### src/rtl/i2c_pkg.sv
// Shared types and widths for the I2C target with clock stretching.
package i2c_pkg;

  localparam int I2C_ADDR_W = 7;
  localparam int I2C_BYTE_W = 8;

  typedef enum logic [2:0] {
    ST_IDLE,
    ST_ADDR,
    ST_ADDR_ACK,
    ST_DATA,
    ST_STRETCH,
    ST_DATA_ACK,
    ST_IGNORE
  } i2c_state_e;

  // Address byte is {addr[6:0], r_w}; only writes to our address are accepted.
  function automatic logic is_write_to(input logic [I2C_BYTE_W-1:0] addr_byte,
                                       input logic [I2C_ADDR_W-1:0] addr);
    return (addr_byte[I2C_BYTE_W-1:1] == addr) && !addr_byte[0];
  endfunction

endpackage

### src/rtl/i2c_line_sync.sv
// Two-flop synchronizer plus rise/fall detection for one open-drain bus line.
module i2c_line_sync (
  input  logic clk,
  input  logic rst,
  input  logic line_i,
  output logic level_o,
  output logic rise_o,
  output logic fall_o
);

  logic meta_q, sync_q, prev_q;

  // Flops reset high so an idle bus produces no edges on reset release.
  always_ff @(posedge clk) begin
    if (rst) begin
      meta_q <= 1'b1;
      sync_q <= 1'b1;
      prev_q <= 1'b1;
    end else begin
      meta_q <= line_i;
      sync_q <= meta_q;
      prev_q <= sync_q;
    end
  end

  assign level_o = sync_q;
  assign rise_o  = sync_q & ~prev_q;
  assign fall_o  = ~sync_q & prev_q;

endmodule

### src/rtl/i2c_target_stretch.sv
// Write-only I2C target: ACKs its address, holds SCL low after each data byte
// until the consumer takes it, and NACKs the byte if that takes too long.
//
// state       | meaning
// ------------+--------------------------------------------------------
// ST_IDLE     | bus free or not yet addressed, waiting for START
// ST_ADDR     | shifting in the address byte
// ST_ADDR_ACK | driving ACK for our address until SCL falls
// ST_DATA     | shifting in a data byte
// ST_STRETCH  | byte presented on rx_data, SCL held low awaiting handshake
// ST_DATA_ACK | driving ACK for the accepted byte until SCL falls
// ST_IGNORE   | not addressed, NACKed, or timed out; waiting for START/STOP
module i2c_target_stretch
  import i2c_pkg::*;
#(
  parameter logic [I2C_ADDR_W-1:0] TGT_ADDR    = 7'h42,
  parameter logic [15:0]           STRETCH_MAX = 16'd12000
) (
  input  logic                  clk,
  input  logic                  rst,
  input  logic                  scl_in,
  input  logic                  sda_in,
  output logic                  scl_oe,
  output logic                  sda_oe,
  output logic [I2C_BYTE_W-1:0] rx_data,
  output logic                  rx_valid,
  input  logic                  rx_ready,
  output logic                  busy,
  output logic                  timeout_err
);

  logic scl_lvl, scl_rise, scl_fall;
  logic sda_lvl, sda_rise, sda_fall;

  i2c_line_sync u_scl_sync (
    .clk    (clk),
    .rst    (rst),
    .line_i (scl_in),
    .level_o(scl_lvl),
    .rise_o (scl_rise),
    .fall_o (scl_fall)
  );

  i2c_line_sync u_sda_sync (
    .clk    (clk),
    .rst    (rst),
    .line_i (sda_in),
    .level_o(sda_lvl),
    .rise_o (sda_rise),
    .fall_o (sda_fall)
  );

  i2c_state_e            state_q, state_d;
  logic [2:0]            bit_cnt_q, bit_cnt_d;
  logic [I2C_BYTE_W-1:0] shift_q, shift_d;
  logic                  byte_done_q, byte_done_d;
  logic                  scl_oe_q, scl_oe_d;
  logic                  sda_oe_q, sda_oe_d;
  logic [I2C_BYTE_W-1:0] rx_data_q, rx_data_d;
  logic                  rx_valid_q, rx_valid_d;
  logic                  busy_q, busy_d;
  logic                  timeout_q, timeout_d;
  logic [15:0]           stretch_cnt_q, stretch_cnt_d;

  // SCL must already have been high: releasing SCL and asserting ACK happen on
  // the same clk edge, and that must not look like a START.
  logic scl_high_stable, start_det, stop_det, handshake;
  assign scl_high_stable = scl_lvl & ~scl_rise;
  assign start_det       = sda_fall & scl_high_stable;
  assign stop_det        = sda_rise & scl_high_stable;
  assign handshake       = rx_valid_q & rx_ready;

  always_ff @(posedge clk) begin
    if (rst) begin
      state_q       <= ST_IDLE;
      bit_cnt_q     <= '0;
      shift_q       <= '0;
      byte_done_q   <= 1'b0;
      scl_oe_q      <= 1'b0;
      sda_oe_q      <= 1'b0;
      rx_data_q     <= '0;
      rx_valid_q    <= 1'b0;
      busy_q        <= 1'b0;
      timeout_q     <= 1'b0;
      stretch_cnt_q <= '0;
    end else begin
      state_q       <= state_d;
      bit_cnt_q     <= bit_cnt_d;
      shift_q       <= shift_d;
      byte_done_q   <= byte_done_d;
      scl_oe_q      <= scl_oe_d;
      sda_oe_q      <= sda_oe_d;
      rx_data_q     <= rx_data_d;
      rx_valid_q    <= rx_valid_d;
      busy_q        <= busy_d;
      timeout_q     <= timeout_d;
      stretch_cnt_q <= stretch_cnt_d;
    end
  end

  always_comb begin
    state_d       = state_q;
    bit_cnt_d     = bit_cnt_q;
    shift_d       = shift_q;
    byte_done_d   = byte_done_q;
    scl_oe_d      = scl_oe_q;
    sda_oe_d      = sda_oe_q;
    rx_data_d     = rx_data_q;
    rx_valid_d    = rx_valid_q;
    busy_d        = busy_q;
    timeout_d     = 1'b0;
    stretch_cnt_d = stretch_cnt_q;

    if (start_det || stop_det) begin
      state_d       = start_det ? ST_ADDR : ST_IDLE;
      bit_cnt_d     = '0;
      byte_done_d   = 1'b0;
      scl_oe_d      = 1'b0;
      sda_oe_d      = 1'b0;
      rx_valid_d    = 1'b0;
      busy_d        = 1'b0;
      stretch_cnt_d = '0;
    end else begin
      if ((state_q == ST_ADDR || state_q == ST_DATA) && scl_rise) begin
        shift_d   = {shift_q[I2C_BYTE_W-2:0], sda_lvl};
        bit_cnt_d = bit_cnt_q + 3'd1;
        if (bit_cnt_q == 3'd7) byte_done_d = 1'b1;
      end

      unique case (state_q)
        ST_ADDR: begin
          if (scl_fall && byte_done_q) begin
            byte_done_d = 1'b0;
            if (is_write_to(shift_q, TGT_ADDR)) begin
              state_d  = ST_ADDR_ACK;
              sda_oe_d = 1'b1;
              busy_d   = 1'b1;
            end else begin
              state_d = ST_IGNORE;
            end
          end
        end
        ST_ADDR_ACK, ST_DATA_ACK: begin
          if (scl_fall) begin
            sda_oe_d = 1'b0;
            state_d  = ST_DATA;
          end
        end
        ST_DATA: begin
          if (scl_fall && byte_done_q) begin
            byte_done_d   = 1'b0;
            rx_data_d     = shift_q;
            rx_valid_d    = 1'b1;
            scl_oe_d      = 1'b1;
            stretch_cnt_d = '0;
            state_d       = ST_STRETCH;
          end
        end
        ST_STRETCH: begin
          if (handshake) begin
            rx_valid_d = 1'b0;
            sda_oe_d   = 1'b1;
            scl_oe_d   = 1'b0;
            state_d    = ST_DATA_ACK;
          end else if (stretch_cnt_q == STRETCH_MAX) begin
            timeout_d  = 1'b1;
            rx_valid_d = 1'b0;
            scl_oe_d   = 1'b0;
            sda_oe_d   = 1'b0;
            busy_d     = 1'b0;
            state_d    = ST_IGNORE;
          end else begin
            stretch_cnt_d = stretch_cnt_q + 16'd1;
          end
        end
        default: ;
      endcase
    end
  end

  assign scl_oe      = scl_oe_q;
  assign sda_oe      = sda_oe_q;
  assign rx_data     = rx_data_q;
  assign rx_valid    = rx_valid_q;
  assign busy        = busy_q;
  assign timeout_err = timeout_q;

endmodule

### config.mk
export PLATFORM = sky130hd
export DESIGN_NAME = i2c_target_stretch
export DESIGN_NICKNAME = d
export VERILOG_FILES = /design/src/rtl/i2c_pkg.sv /design/src/rtl/i2c_line_sync.sv /design/src/rtl/i2c_target_stretch.sv
export SDC_FILE = /design/constraint.sdc
export NUM_CORES = 1
export LEC_CHECK = 0
export BUFFER_PORTS_ARGS = -buffer_cell sky130_fd_sc_hd__buf_2
export CAP_MARGIN = 10
export CORE_ASPECT_RATIO = 0.75
export CORE_MARGIN = 2
export CORE_UTILIZATION = 23
export CTS_CLUSTER_DIAMETER = 100
export DETAILED_ROUTE_END_ITERATION = 7
export GPL_TIMING_DRIVEN = 0
export PLACE_DENSITY = 0.44
export SETUP_SLACK_MARGIN = 0.05
export SLEW_MARGIN = 20
export SYNTH_ARGS = -nofsm -noshare
export SYNTH_HDL_FRONTEND = slang
export SYNTH_HIERARCHICAL = 1
export SYNTH_SLANG_ARGS = --single-unit
### constraint.sdc
create_clock -name clk -period 1.9 [get_ports clk]
set_input_delay 0 -clock clk [delete_from_list [all_inputs] [get_ports clk]]
set_output_delay 0 -clock clk [all_outputs]
set_load 0.01 [all_outputs]
==> flow_summary.toml <==
[finish]
diodes = 0
final_nets = 300
final_util_pct = 29.5
drive_gt1_share_pct = 22.3
syn_to_final_growth_pct = 24.5
n_fill_cell = 1033

[cts]
cts_root_buffer = "clkbuf_16"
cts_tree = "done"
clkTransAtPathRegs_ns = 0.07
cts_made_buffers = 5
clock-sinks = 49
clock_latency_ns = 0.29
htreeDepth = 2
cts_buffer_depth = 2

[drt]
drcViolationCount = 0
wl_per_cell_um = 12.6
drt_iter0_markers = 60
postRouteAntennaNets = 0
vias_per_cell = 4.42
vias = 1874
dr.pass1.iters = 4
routed_wirelength_um = 5360

[pwr]
power.density_mw_per_mm2 = 717
p_leak_nw = 1.09
ir_drop_v = 0.000376

[yosys]
synth_top_area_share_pct = 42.9
netlist-cell-type-count = 50
synth_cells = 256
synth_area_mm2 = 0.00229
synthFlopType = "dfxtp_1"
synth_largest_area_cell = "dfxtp_1"
synth_nets = 265
synth_area_per_cell_um2 = 8.93
synth-seq-cells = 49
netlist_top_cells_count = "dfxtp_1 (49), nand2_1 (35), a21oi_1 (23), nor2_1 (23), nand3_1 (10)"
ys_async_sr_fraction_pct = 0
synth_area_leaders = "dfxtp_1 (43%), nand2_1 (5.7%), a21oi_1 (5.0%), mux2i_1 (3.9%), nor2_1 (3.8%)"
ys_seq_area_share_pct = 42.9
synth-edff-count = 0
synth_warnings = 6
yosysMostFrequentCell = "dfxtp_1"

[timing]
period_minus_slack_ns = 1.81
grt_setup_unrepaired = "true"
worst_pin_slew_ns = 0.462
drv_slew = 0
post-route-period-util_pct = 95.1
timing.fmax_ghz = 0.553
finalSetupViolations = 0
maxSlewHeadroom_pct = 68.7
worst_hold_slack_ns = 0.201
hold_violations = 0
clock_skew_ns = 0.00460

[global_route]
grt_pass1_vias = 1744
grt_max_degree = 16
grt-ovfl-total = 0
grtUsageTotal_pct = 10.3
grt_pass1_wl_um = 8940
antenna_found_initial = 0

[setup_path]
cp_cell_sequence = "inv_1, ha_1, and4bb_2, nand4_4, a21oi_4, or4_1, a21oi_2"
cp.required_ns = 2.13
crit_fanout = 9
crit_family = "simple AND/OR/NAND/NOR gates"
critPathCaptureType = "flip-flop"
slowest_delay_ns = 0.45
cp.arrival_ns = 2.03
path_class = "flip-flop to flip-flop"
worst-path-buf-inv = 1
crit_path_start_kind = "flip-flop"
worst_path_max_delay_cell = "or4_1"

[die]
ios = 18
die_w_um = 119
fp.coreArea_mm2 = 0.00966
start_util_pct = 23.7
die_area_mm2 = 0.0108
fp-row-count = 31
die_y_um = 90.3

[min_path]
hold_class = "input port to flip-flop"

[place]
dp_hpwl_um = 3700
place_congestion = 0.773
numPortBuffers = 17

[outcome]
status = "finished clean"

[run]
max_cap_viol_count = 0
## routing by layer
| layer | share of wire, % | vias to the layer above | global-route usage [%] |
|---|---|---|---|
| met1 | 53 | 876 | 15.1 |
| met2 | 42 | 27 | 14.7 |
| met4 | 1.4 | 0 | 3.87 |
| met5 | 0 | - | 0 |
| met3 | 3.5 | 7 | 2.46 |
| li1 | - | 964 | - |
## sequential cells by signal (all words and copies together) (netlist names), 3 cells and up
signal	flops
bit_cnt_q	3
rx_data	8
state_q	3
stretch_cnt_q	16
shift_q	8
## cell usage in the layout, fill, tap and decap left out, drive strengths merged, types with 2 or more instances in the layout
cell type / count
dfxtp: 49
nand2: 35
buf: 29
a21oi: 25
nor2: 24
nand3: 10
mux2i: 9
o21ai: 9
clkbuf: 9
inv: 8
and3: 7
or2: 7
xor2: 5
dlygate4sd3: 5
nor2b: 5
xnor2: 5
nand4: 5
ha: 4
o31ai: 3
or3: 3
nand2b: 3
nor4b: 3
or3b: 3
and4bb: 2
mux2: 2
and2: 2
a31oi: 2
a311oi: 2
nor3: 2
a2111oi: 2
or4: 2
and2b: 2
clkinv: 2
## power by group
group	switching (mW)	leakage [nW]	internal, mW
logic	0.0480	0.612	0.0343
registers	0.00568	0.398	1.03
clock network	0.394	0.0768	0.524
## worst paths after layout
kind         cells past startpoint               from  slack, ns            endpoint
min reg2reg                      1  u_sda_sync/meta_q       0.41  u_sda_sync/level_o
max reg2reg                      7   stretch_cnt_q[0]       0.09   stretch_cnt_q[11]
max                              7   stretch_cnt_q[0]       0.09   stretch_cnt_q[11]
min                              6           rx_ready       0.20          state_q[1]
## area by class of cell
cell class,count,area (µm²),share of cell area (%)
buffer,8,45.0,1.58
clock buffer,6,139,4.88
clock inverter,2,13.8,0.484
multi-input combinational,190,1280,44.9
sequential,49,986,34.7
timing repair buffer,29,188,6.60
inverter,8,30.0,1.06
tap,132,165,5.80
## metrics by stage
stage / TNS (ns) / std cells / total power [mW] / area (µm²) / setup slack [ns]
2_1_floorplan: 0 / 256 / 1.11 / 2290 / 0.204
3_3_place_gp: -2.92 / 405 / 1.13 / 2540 / -0.283
3_5_place_dp: -3.11 / 405 / 1.13 / 2540 / -0.284
4_1_cts: 0 / 423 / 2.06 / 2810 / 0.0515
5_1_grt: 0 / 424 / 2.13 / 2850 / 0.00882
6_report: 0 / 424 / 2.04 / 2850 / 0.0924
## logic make-up after synthesis
logic type,synth area share (%)
and+or+nand+nor,28.7
buffers and inverters,3.45
DFF,42.9
xor gates and xnor gates,3.83
AOI/OAI and AO/OA,14.0
muxes,4.93
adders and majority gates,2.19
## worst register-to-register path, stage by stage (launching register included)
cell      delay [ns]
dfxtp_2         0.36
inv_1           0.05
ha_1            0.20
and4bb_2        0.25
nand4_4         0.16
a21oi_4         0.13
or4_1           0.45
a21oi_2         0.14
## what timing repair did
item / 4_1_cts / 5_1_grt
pin swaps: 3 / 5
endpoints found under the hold margin: 6 / 0
gates resized for setup: 6 / 14
endpoints found under the setup margin: 26 / 26
hold buffers: 5 / 0
setup buffers: 5 / 2
(Power assumes the default switching activity.)
